[src/rtl/mem_access_stage_if.sv]
// Data-memory request/grant/response bus between the memory-access stage and data memory.
interface mem_access_stage_if;
  logic        dmem_req;
  logic        dmem_we;
  logic [31:0] dmem_addr;
  logic [3:0]  dmem_be;
  logic [31:0] dmem_wdata;
  logic        dmem_gnt;
  logic        dmem_rvalid;
  logic [31:0] dmem_rdata;

  modport master (
    output dmem_req, dmem_we, dmem_addr, dmem_be, dmem_wdata,
    input  dmem_gnt, dmem_rvalid, dmem_rdata
  );

  modport slave (
    input  dmem_req, dmem_we, dmem_addr, dmem_be, dmem_wdata,
    output dmem_gnt, dmem_rvalid, dmem_rdata
  );
endinterface

[src/rtl/mem_access_stage.sv]
// Memory-access pipeline stage: issues loads/stores on the dmem bus, stalls upstream while
// a transaction is outstanding and registers the writeback result for the ME/WB boundary.
module mem_access_stage #(
  parameter int TIMEOUT = 255
) (
  input  logic                      clock,
  input  logic                      reset,
  input  logic                      valid_in,
  input  logic [31:0]               pc_in,
  input  logic [6:0]                opcode_in,
  input  logic [2:0]                funct3_in,
  input  logic [4:0]                rd_in,
  input  logic [31:0]               alu_res_in,
  input  logic [31:0]               reg_2_in,
  output logic                      stall_out,
  mem_access_stage_if.master        dmem,
  output logic                      wb_valid,
  output logic [31:0]               wb_pc,
  output logic [4:0]                wb_rd,
  output logic [31:0]               wb_data,
  output logic                      wb_we,
  output logic                      wb_err
);

  localparam logic [6:0] OP_LOAD   = 7'b0000011;
  localparam logic [6:0] OP_STORE  = 7'b0100011;
  localparam logic [6:0] OP_BRANCH = 7'b1100011;

  localparam logic [1:0] ST_IDLE       = 2'd0;
  localparam logic [1:0] ST_WAIT_GNT   = 2'd1;
  localparam logic [1:0] ST_WAIT_RDATA = 2'd2;

  localparam int              CW       = (TIMEOUT > 1) ? $clog2(TIMEOUT + 1) : 1;
  localparam logic [CW-1:0]   CNT_LAST = CW'(TIMEOUT - 1);

  function automatic logic [3:0] lane_be(input logic [2:0] f3, input logic [1:0] off);
    case (f3[1:0])
      2'b00:   lane_be = 4'b0001 << off;
      2'b01:   lane_be = 4'b0011 << off;
      default: lane_be = 4'b1111;
    endcase
  endfunction

  function automatic logic [31:0] lane_wdata(input logic [2:0] f3, input logic [31:0] data);
    case (f3[1:0])
      2'b00:   lane_wdata = {4{data[7:0]}};
      2'b01:   lane_wdata = {2{data[15:0]}};
      default: lane_wdata = data;
    endcase
  endfunction

  function automatic logic [31:0] load_extract(input logic [2:0] f3, input logic [1:0] off,
                                               input logic [31:0] word);
    logic [31:0] sh;
    sh = word >> {off, 3'b000};
    case (f3)
      3'b000:  load_extract = {{24{sh[7]}}, sh[7:0]};
      3'b001:  load_extract = {{16{sh[15]}}, sh[15:0]};
      3'b100:  load_extract = {24'd0, sh[7:0]};
      3'b101:  load_extract = {16'd0, sh[15:0]};
      default: load_extract = sh;
    endcase
  endfunction

  logic [1:0]    state_r, state_nxt_s;
  logic [CW-1:0] cnt_r;
  logic          cnt_clr_s, cnt_inc_s;
  logic          is_load_s, is_store_s, is_branch_s, is_mem_s;
  logic          illegal_s, misalign_s, mem_err_s, timeout_s;
  logic          req_s, stall_s, complete_s;
  logic [31:0]   wb_data_nxt_s;
  logic          wb_we_nxt_s, wb_err_nxt_s;

  assign is_load_s   = (opcode_in == OP_LOAD);
  assign is_store_s  = (opcode_in == OP_STORE);
  assign is_branch_s = (opcode_in == OP_BRANCH);
  assign is_mem_s    = is_load_s | is_store_s;
  assign misalign_s  = ((funct3_in[1:0] == 2'b01) && alu_res_in[0]) ||
                       ((funct3_in[1:0] == 2'b10) && (alu_res_in[1:0] != 2'b00));
  assign mem_err_s   = is_mem_s & (illegal_s | misalign_s);
  assign timeout_s   = (TIMEOUT != 0) && (cnt_r == CNT_LAST);

  // Legal funct3 encodings differ between loads and stores.
  always_comb begin
    illegal_s = 1'b0;
    if (is_load_s) begin
      case (funct3_in)
        3'b000, 3'b001, 3'b010, 3'b100, 3'b101: illegal_s = 1'b0;
        default:                                illegal_s = 1'b1;
      endcase
    end else if (is_store_s) begin
      case (funct3_in)
        3'b000, 3'b001, 3'b010: illegal_s = 1'b0;
        default:                illegal_s = 1'b1;
      endcase
    end else begin
      illegal_s = 1'b0;
    end
  end

  // Next-state, handshake and writeback-result selection.
  always_comb begin
    state_nxt_s   = state_r;
    req_s         = 1'b0;
    stall_s       = 1'b0;
    cnt_clr_s     = 1'b0;
    cnt_inc_s     = 1'b0;
    complete_s    = 1'b0;
    wb_data_nxt_s = alu_res_in;
    wb_we_nxt_s   = 1'b0;
    wb_err_nxt_s  = 1'b0;
    case (state_r)
      ST_IDLE: begin
        if (!valid_in) begin
          complete_s = 1'b0;
        end else if (!is_mem_s) begin
          complete_s  = 1'b1;
          wb_we_nxt_s = (rd_in != 5'd0) && !is_branch_s;
        end else if (mem_err_s) begin
          complete_s   = 1'b1;
          wb_err_nxt_s = 1'b1;
        end else begin
          req_s = 1'b1;
          if (dmem.dmem_gnt && is_store_s) begin
            complete_s = 1'b1;
          end else if (dmem.dmem_gnt) begin
            stall_s     = 1'b1;
            cnt_clr_s   = 1'b1;
            state_nxt_s = ST_WAIT_RDATA;
          end else begin
            stall_s     = 1'b1;
            cnt_clr_s   = 1'b1;
            state_nxt_s = ST_WAIT_GNT;
          end
        end
      end
      ST_WAIT_GNT: begin
        req_s = 1'b1;
        if (dmem.dmem_gnt && is_store_s) begin
          complete_s  = 1'b1;
          state_nxt_s = ST_IDLE;
        end else if (dmem.dmem_gnt) begin
          stall_s     = 1'b1;
          cnt_clr_s   = 1'b1;
          state_nxt_s = ST_WAIT_RDATA;
        end else if (timeout_s) begin
          complete_s   = 1'b1;
          wb_err_nxt_s = 1'b1;
          state_nxt_s  = ST_IDLE;
        end else begin
          stall_s   = 1'b1;
          cnt_inc_s = 1'b1;
        end
      end
      ST_WAIT_RDATA: begin
        if (dmem.dmem_rvalid) begin
          complete_s    = 1'b1;
          wb_data_nxt_s = load_extract(funct3_in, alu_res_in[1:0], dmem.dmem_rdata);
          wb_we_nxt_s   = (rd_in != 5'd0);
          state_nxt_s   = ST_IDLE;
        end else if (timeout_s) begin
          complete_s   = 1'b1;
          wb_err_nxt_s = 1'b1;
          state_nxt_s  = ST_IDLE;
        end else begin
          stall_s   = 1'b1;
          cnt_inc_s = 1'b1;
        end
      end
      default: begin
        state_nxt_s = ST_IDLE;
      end
    endcase
  end

  // Request fields follow the held EX/ME entry; reset kills any request at once.
  assign dmem.dmem_req   = req_s & reset;
  assign dmem.dmem_we    = is_store_s;
  assign dmem.dmem_addr  = {alu_res_in[31:2], 2'b00};
  assign dmem.dmem_be    = lane_be(funct3_in, alu_res_in[1:0]);
  assign dmem.dmem_wdata = lane_wdata(funct3_in, reg_2_in);
  assign stall_out       = stall_s & reset;

  // FSM state and wait-cycle counter.
  always_ff @(posedge clock or negedge reset) begin
    if (!reset) begin
      state_r <= ST_IDLE;
      cnt_r   <= '0;
    end else begin
      state_r <= state_nxt_s;
      if (cnt_clr_s) begin
        cnt_r <= '0;
      end else if (cnt_inc_s) begin
        cnt_r <= cnt_r + CW'(1);
      end else begin
        cnt_r <= cnt_r;
      end
    end
  end

  // Writeback register; bubbles clear only valid and write-enable.
  always_ff @(posedge clock or negedge reset) begin
    if (!reset) begin
      wb_valid <= 1'b0;
      wb_pc    <= 32'd0;
      wb_rd    <= 5'd0;
      wb_data  <= 32'd0;
      wb_we    <= 1'b0;
      wb_err   <= 1'b0;
    end else if (complete_s) begin
      wb_valid <= 1'b1;
      wb_pc    <= pc_in;
      wb_rd    <= rd_in;
      wb_data  <= wb_data_nxt_s;
      wb_we    <= wb_we_nxt_s;
      wb_err   <= wb_err_nxt_s;
    end else begin
      wb_valid <= 1'b0;
      wb_we    <= 1'b0;
    end
  end

endmodule

[src/flat_wrapper.sv]
// flat-port wrapper written by rule: the top's interface ports become plain ports
module mem_access_stage_flat 
#(
  parameter int TIMEOUT = 255
)
  (clock, reset, valid_in, pc_in, opcode_in, funct3_in, rd_in, alu_res_in, reg_2_in, stall_out, wb_valid, wb_pc, wb_rd, wb_data, wb_we, wb_err, dmem_dmem_req, dmem_dmem_we, dmem_dmem_addr, dmem_dmem_be, dmem_dmem_wdata, dmem_dmem_gnt, dmem_dmem_rvalid, dmem_dmem_rdata);
  mem_access_stage_if dmem_i ();
  input  logic clock;
  input  logic reset;
  input  logic valid_in;
  input  logic [31:0] pc_in;
  input  logic [6:0] opcode_in;
  input  logic [2:0] funct3_in;
  input  logic [4:0] rd_in;
  input  logic [31:0] alu_res_in;
  input  logic [31:0] reg_2_in;
  output logic stall_out;
  output logic wb_valid;
  output logic [31:0] wb_pc;
  output logic [4:0] wb_rd;
  output logic [31:0] wb_data;
  output logic wb_we;
  output logic wb_err;
  output wire logic [$bits(dmem_i.dmem_req)-1:0] dmem_dmem_req;
  output wire logic [$bits(dmem_i.dmem_we)-1:0] dmem_dmem_we;
  output wire logic [$bits(dmem_i.dmem_addr)-1:0] dmem_dmem_addr;
  output wire logic [$bits(dmem_i.dmem_be)-1:0] dmem_dmem_be;
  output wire logic [$bits(dmem_i.dmem_wdata)-1:0] dmem_dmem_wdata;
  input wire logic [$bits(dmem_i.dmem_gnt)-1:0] dmem_dmem_gnt;
  input wire logic [$bits(dmem_i.dmem_rvalid)-1:0] dmem_dmem_rvalid;
  input wire logic [$bits(dmem_i.dmem_rdata)-1:0] dmem_dmem_rdata;
  assign dmem_dmem_req = dmem_i.dmem_req;
  assign dmem_dmem_we = dmem_i.dmem_we;
  assign dmem_dmem_addr = dmem_i.dmem_addr;
  assign dmem_dmem_be = dmem_i.dmem_be;
  assign dmem_dmem_wdata = dmem_i.dmem_wdata;
  assign dmem_i.dmem_gnt = dmem_dmem_gnt;
  assign dmem_i.dmem_rvalid = dmem_dmem_rvalid;
  assign dmem_i.dmem_rdata = dmem_dmem_rdata;
  mem_access_stage #(.TIMEOUT(TIMEOUT)) u_core (.clock(clock), .reset(reset), .valid_in(valid_in), .pc_in(pc_in), .opcode_in(opcode_in), .funct3_in(funct3_in), .rd_in(rd_in), .alu_res_in(alu_res_in), .reg_2_in(reg_2_in), .stall_out(stall_out), .dmem(dmem_i), .wb_valid(wb_valid), .wb_pc(wb_pc), .wb_rd(wb_rd), .wb_data(wb_data), .wb_we(wb_we), .wb_err(wb_err));
endmodule
[config.mk]
export PLATFORM = sky130hd
export DESIGN_NAME = mem_access_stage_flat
export DESIGN_NICKNAME = d
export VERILOG_FILES = /design/src/rtl/mem_access_stage_if.sv /design/src/rtl/mem_access_stage.sv /design/src/flat_wrapper.sv
export SDC_FILE = /design/constraint.sdc
export NUM_CORES = 1
export LEC_CHECK = 0
export ABC_AREA = 1
export BUFFER_PORTS_ARGS = -buffer_cell sky130_fd_sc_hd__buf_2
export CORE_MARGIN = 8
export CORE_UTILIZATION = 46
export DETAILED_ROUTE_END_ITERATION = 10
export GPL_ROUTABILITY_DRIVEN = 0
export PLACE_DENSITY = 0.81
export SYNTH_ARGS = -nofsm -noshare
export SYNTH_HDL_FRONTEND = slang
export SYNTH_SLANG_ARGS = --single-unit
export TNS_END_PERCENT = 1
[constraint.sdc]
create_clock -name clock -period 2.1 [get_ports clock]
set_clock_uncertainty 0.2 [all_clocks]
set_input_delay 0.105 -clock clock [delete_from_list [all_inputs] [get_ports clock]]
set_output_delay 0.105 -clock clock [all_outputs]
set_load 0.005 [all_outputs]
# Yosys cells after proc, flatten, opt, wreduce, memory -nomap -nowiden
# Cells that the tools add are included.
# classes
add_sub_neg,1
eq_ne,16
n_shift,3
n_mux,61
bitwise_logic,5
n_reduce_logical,15
# ops
op,n
32-bit case mux with 4 select lines,1
32-bit 2-to-1 mux,2
32-bit case mux with 2 select lines,1
1-bit 2-to-1 mux,37
32-bit by 5-bit right shift with 32-bit output,1
2-bit 2-to-1 mux,9
8-bit 2-to-1 mux,2
1-bit case mux with 3 select lines,3
8-bit by 1-bit adder with 8-bit output (second input constant),1
8-bit == test (second input constant),1
1-bit case mux with 2 select lines,4
4-bit case mux with 2 select lines,1
7-bit by 2-bit == test with 1-bit output (second input constant),1
7-bit by 6-bit == test with 1-bit output (second input constant),1
7-bit == test (second input constant),1
3-bit == test (second input constant),2
2-bit inequality test (second input constant),3
2-bit case mux with 3 select lines,1
5-bit nonzero test,1
5-bit OR reduction,1
2-bit by 1-bit == test with 1-bit output (second input constant),2
2-bit == test (second input constant),2
1-bit logical AND,4
2-bit logical NOT,2
other kinds (13),17
# word_totals
reg_bits,82
inputBits,148
out_inout_bits,143

# Depth between registers and ports, before layout
# depth
depth_word,12
mapped_depth,12
depth_no_buf,11

# Worst setup path after synthesis
# Ideal clock, no wire load.
# synth_timing
path_type,reg-to-reg
from,reg u_core.state_r[0]
to,reg u_core.wb_data[31]
setup_ns,0.117
arrival_ns,1.537
required_ns,1.783
setup_slack_ns,0.246
path_stages_with_launch,11
n_path_buf,1
period_less_slack_ns,1.854
cell_sequence,dfrtp_1 -> inv_1 -> ha_1 -> nand2_1 -> inv_1 -> buf_1 -> or2_2 -> nand2_1 -> inv_1 -> nand3_1 -> nand2_1
# synth_via
elab_chain_len,2
word_cells_on_any_way,5
classes_between,eq/ne (2); mux (2); reduce/logical (1)
# synth_rtl
item,line_no,source
start: declaration,mem_access_stage.sv:65,"logic [1:0] state_r, state_nxt_s;"
start signal: assignment,mem_access_stage.sv:190,state_r <= state_nxt_s;
"2-bit == test, or another cell as far along",mem_access_stage.sv:112,case (state_r)
1-bit case mux with 3 select lines or 32-bit 2-to-1 mux (tied branches),mem_access_stage.sv:112,
end signal: assignment,mem_access_stage.sv:214,wb_data <= wb_data_nxt_s;
end: declaration,mem_access_stage.sv:20,"output logic [31:0] wb_data,"
# Several ways; a longest one is shown, not always the timed one.
# A chain may end at the register's enable or synchronous reset.

# Worst setup path in the final report
# layout_timing
from,reg u_core.state_r[1]
to,out stall_out
# layout_via
elab_chain_len,3
word_cells_on_any_way,5
classes_between,eq/ne (2); mux (1); bitwise (1); reduce/logical (1)
# layout_rtl
item,line_no,source
"2-bit == test, or another cell as far along",mem_access_stage.sv:112,
1-bit case mux with 3 select lines (*),mem_access_stage.sv:112,
1-bit bitwise AND (*),mem_access_stage.sv:182,assign stall_out = stall_s & reset;
end: declaration,flat_wrapper.sv:17,output logic stall_out;
# Every way passes the cells marked *; elsewhere a longest branch is shown, timed or not.

==> metrics <==
outcome=finished clean; fmax=485 MHz; Setup CP Type=reg2out; number of global-route vias before repair=between 6000 and 7000; clock buffer depth=2; r2r worst-path depth=12; crit path capture=stall_out; io pins=between 200 and 300; core footprint=around 12000 µm²; Final setup viols=0; leading area contributor after synthesis=dfrtp_1; Synth Instances=827; pin count of the biggest net entering global routing=73; distinct cell type count after synthesis=36; IO buf count=~290; crit path from=u_core.state_r[1]; R2R Path Start=u_core.cnt_r[0]; Synth Flop Type=dfrtp_1; EDFF count, synth=0; clk_lat worst skew=approximately 0.33 ns; setup TNS=0 ns; Wirelength per Cell=15.8 µm; ANT nets after route=0; Net Switching=between 3 and 4 mW; commonest non-fill, non-tap cell in the layout=nand2_1; yosys synthesis warning count=0; Seq/Total Area, Yosys=between 30% and 40%; most frequent cells in the layout=nand2_1 (315), buf_2 (287), nand3_1 (126); clock root buffer=clkbuf_16; CTS sink cnt=a little over 80; share of layout cells above drive strength 1=approximately a third; CP startpoint kind=flip-flop; vias=~6500; first-pass GRT wire length=between 30 and 40 mm; Total Routing Usage GR=about a quarter; Pleak=roughly 4.5 nW; Reg power frac=33.6%; crit end category=primary output; First-pass DRT Iterations=5; Synth async-reset ratio=between 90% and 100%; HP Class=in2reg; Die ar.=15800 µm²; post-detail-place hpwl=between 10 and 15 mm; fillers=between 1000 and 1500; synthesis-stage register bit count=82; total CTS buffers=9; htree depth=3; worst vdd ir=0.456 mV; post-route DRC violation count=0; Int Pwr=around 5 mW; syn avg cell area=approximately 6.7 µm²; total wire length=20.3 mm; Reg clk slew, reported paths=~0.060 ns; Worst R2R End=u_core.wb_pc[22]; Final Slew Violations=0; Clock power frac=19.7%; Req. time, crit path=~1.8 ns; R2R setup slack=approximately 0.14 ns; # rows=40; endpoints failing hold=0; Die Span X=about 130 µm; switch share=slightly below 40%; DRT iter0 DRCs=about 530; initial antenna violation count=0; Yosys top cell area share=36.9%; Layout Nets=1284; Synth area leaders=dfrtp_1 (37%), nand2_1 (21%), nand3_1 (11%); max cap viols=0; Comb pwr share=a little under half; Layout area overhead=42.6%; crit-path max FO=5; vias per inst=between 5 and 6; total power=8.04 mW; Arr. time, crit path=roughly 1.8 ns; post-route clock period utilization=between 90% and 100%; Starting Density=between 40% and 50%; PD cells=~1000 nW/µm²; CTS tree=done; Die Ht=approximately 130 µm; Congestion Overflow GR=0; Synth Cell Area=between 5000 and 6000 µm²; min Tclk post-route=about 2.1 ns
stage by stage:
stage / worst slack [ns] / cell area (µm²) / utilization (%) / instances / hold slack [ns]
2_1_floorplan: 0.246 / 5560 / - / 828 / -0.391
3_3_place_gp: 0.231 / 6860 / 57.6 / 1196 / -0.234
3_5_place_dp: 0.184 / 6860 / 57.6 / 1196 / -0.232
4_1_cts: 0.00295 / 7840 / 65.8 / 1277 / 0.000412
5_1_grt: -0.0267 / 7920 / 66.5 / 1282 / 0.0249
6_report: 0.0386 / 7920 / 66.5 / 1283 / 0.00960
worst min-delay path by stage:
stage	startpoint	endpoint	slack (ns)	cells past startpoint
global route	alu_res_in[20]	u_core.wb_data[20]	0.02	6
global placement	reset	u_core.state_r[1]	-0.23	1
CTS	alu_res_in[26]	u_core.wb_data[26]	0.0004	6
detailed placement	reset	u_core.wb_data[6]	-0.23	1
finish	alu_res_in[21]	u_core.wb_data[21]	0.01	6
floorplan	reset	u_core.cnt_r[0]	-0.39	0
flip-flops by register name, indices dropped and copies added (netlist names):
name             cells
u_core.wb_err        1
u_core.wb_pc        32
u_core.wb_rd         5
u_core.wb_valid      1
u_core.wb_we         1
u_core.wb_data      32
u_core.cnt_r         8
u_core.state_r       2
power groups by stage:
stage	sequential, mW	combinational (mW)	clock (mW)
final	2.70	3.75	1.59
after global routing	2.77	4.19	1.67
after CTS	2.68	3.66	1.63
after detailed placement	2.70	3.51	0
after global placement	2.67	3.46	0
after floorplan	2.74	1.93	0
timing repair:
item                                    4_1_cts  5_1_grt
buffers inserted                              0        5
pin swaps                                     0        3
hold buffers                                 65        0
gates resized for setup                       8        7
hold endpoints to repair                    148        0
endpoints found under the setup margin        1        1
cell type report:
class / count / area [µm²] / area share (%)
multi-input combinational: 597 / 2790 / 35.2
timing repair buffer: 376 / 2340 / 29.6
sequential: 82 / 2050 / 25.9
inverter: 64 / 245 / 3.10
clock buffer: 11 / 243 / 3.07
tap: 147 / 184 / 2.32
clock inverter: 5 / 63.8 / 0.806
antenna: 1 / 2.50 / 0.0316
metal layers:
layer	global-route usage (%)	routed length [µm]	vias to the layer above
met5	0	0	-
met4	9.84	570	0
met3	5.57	1550	41
met2	42.4	10000	326
met1	28.6	8140	2928
li1	-	-	3203
logic make-up after synthesis:
logic type               count (synthesis)  share of synthesized area, %
other                                    1                        0.0675
flip-flops                              82                          36.9
AO/OA/AOI/OAI                           76                          7.68
buffers and inverters                  149                          14.0
AND/OR/NAND/NOR                        512                          39.8
adder cells (fa/ha/maj)                  6                          1.35
XOR/XNOR                                 1                         0.158
Yosys cell counts (all sizes together), types with 3 or more instances:
library cell,count
nor3,4
clkbuf,17
ha,6
nand2,321
inv,60
nor2,36
buf,68
nand3,130
a31oi,10
or2,17
nand4,3
o21ai,36
o211ai,9
dfrtp,82
clkinv,4
a21oi,18
worst max-delay path: stages (launching register included):
cell and delay, ns:
dfrtp_2 0.46, inv_4 0.10, ha_4 0.15, nand2_1 0.11, nor2_2 0.15, nand3_2 0.14, a31oi_2 0.17, buf_2 0.14
Note: power is estimated with default switching activity, not from simulation.
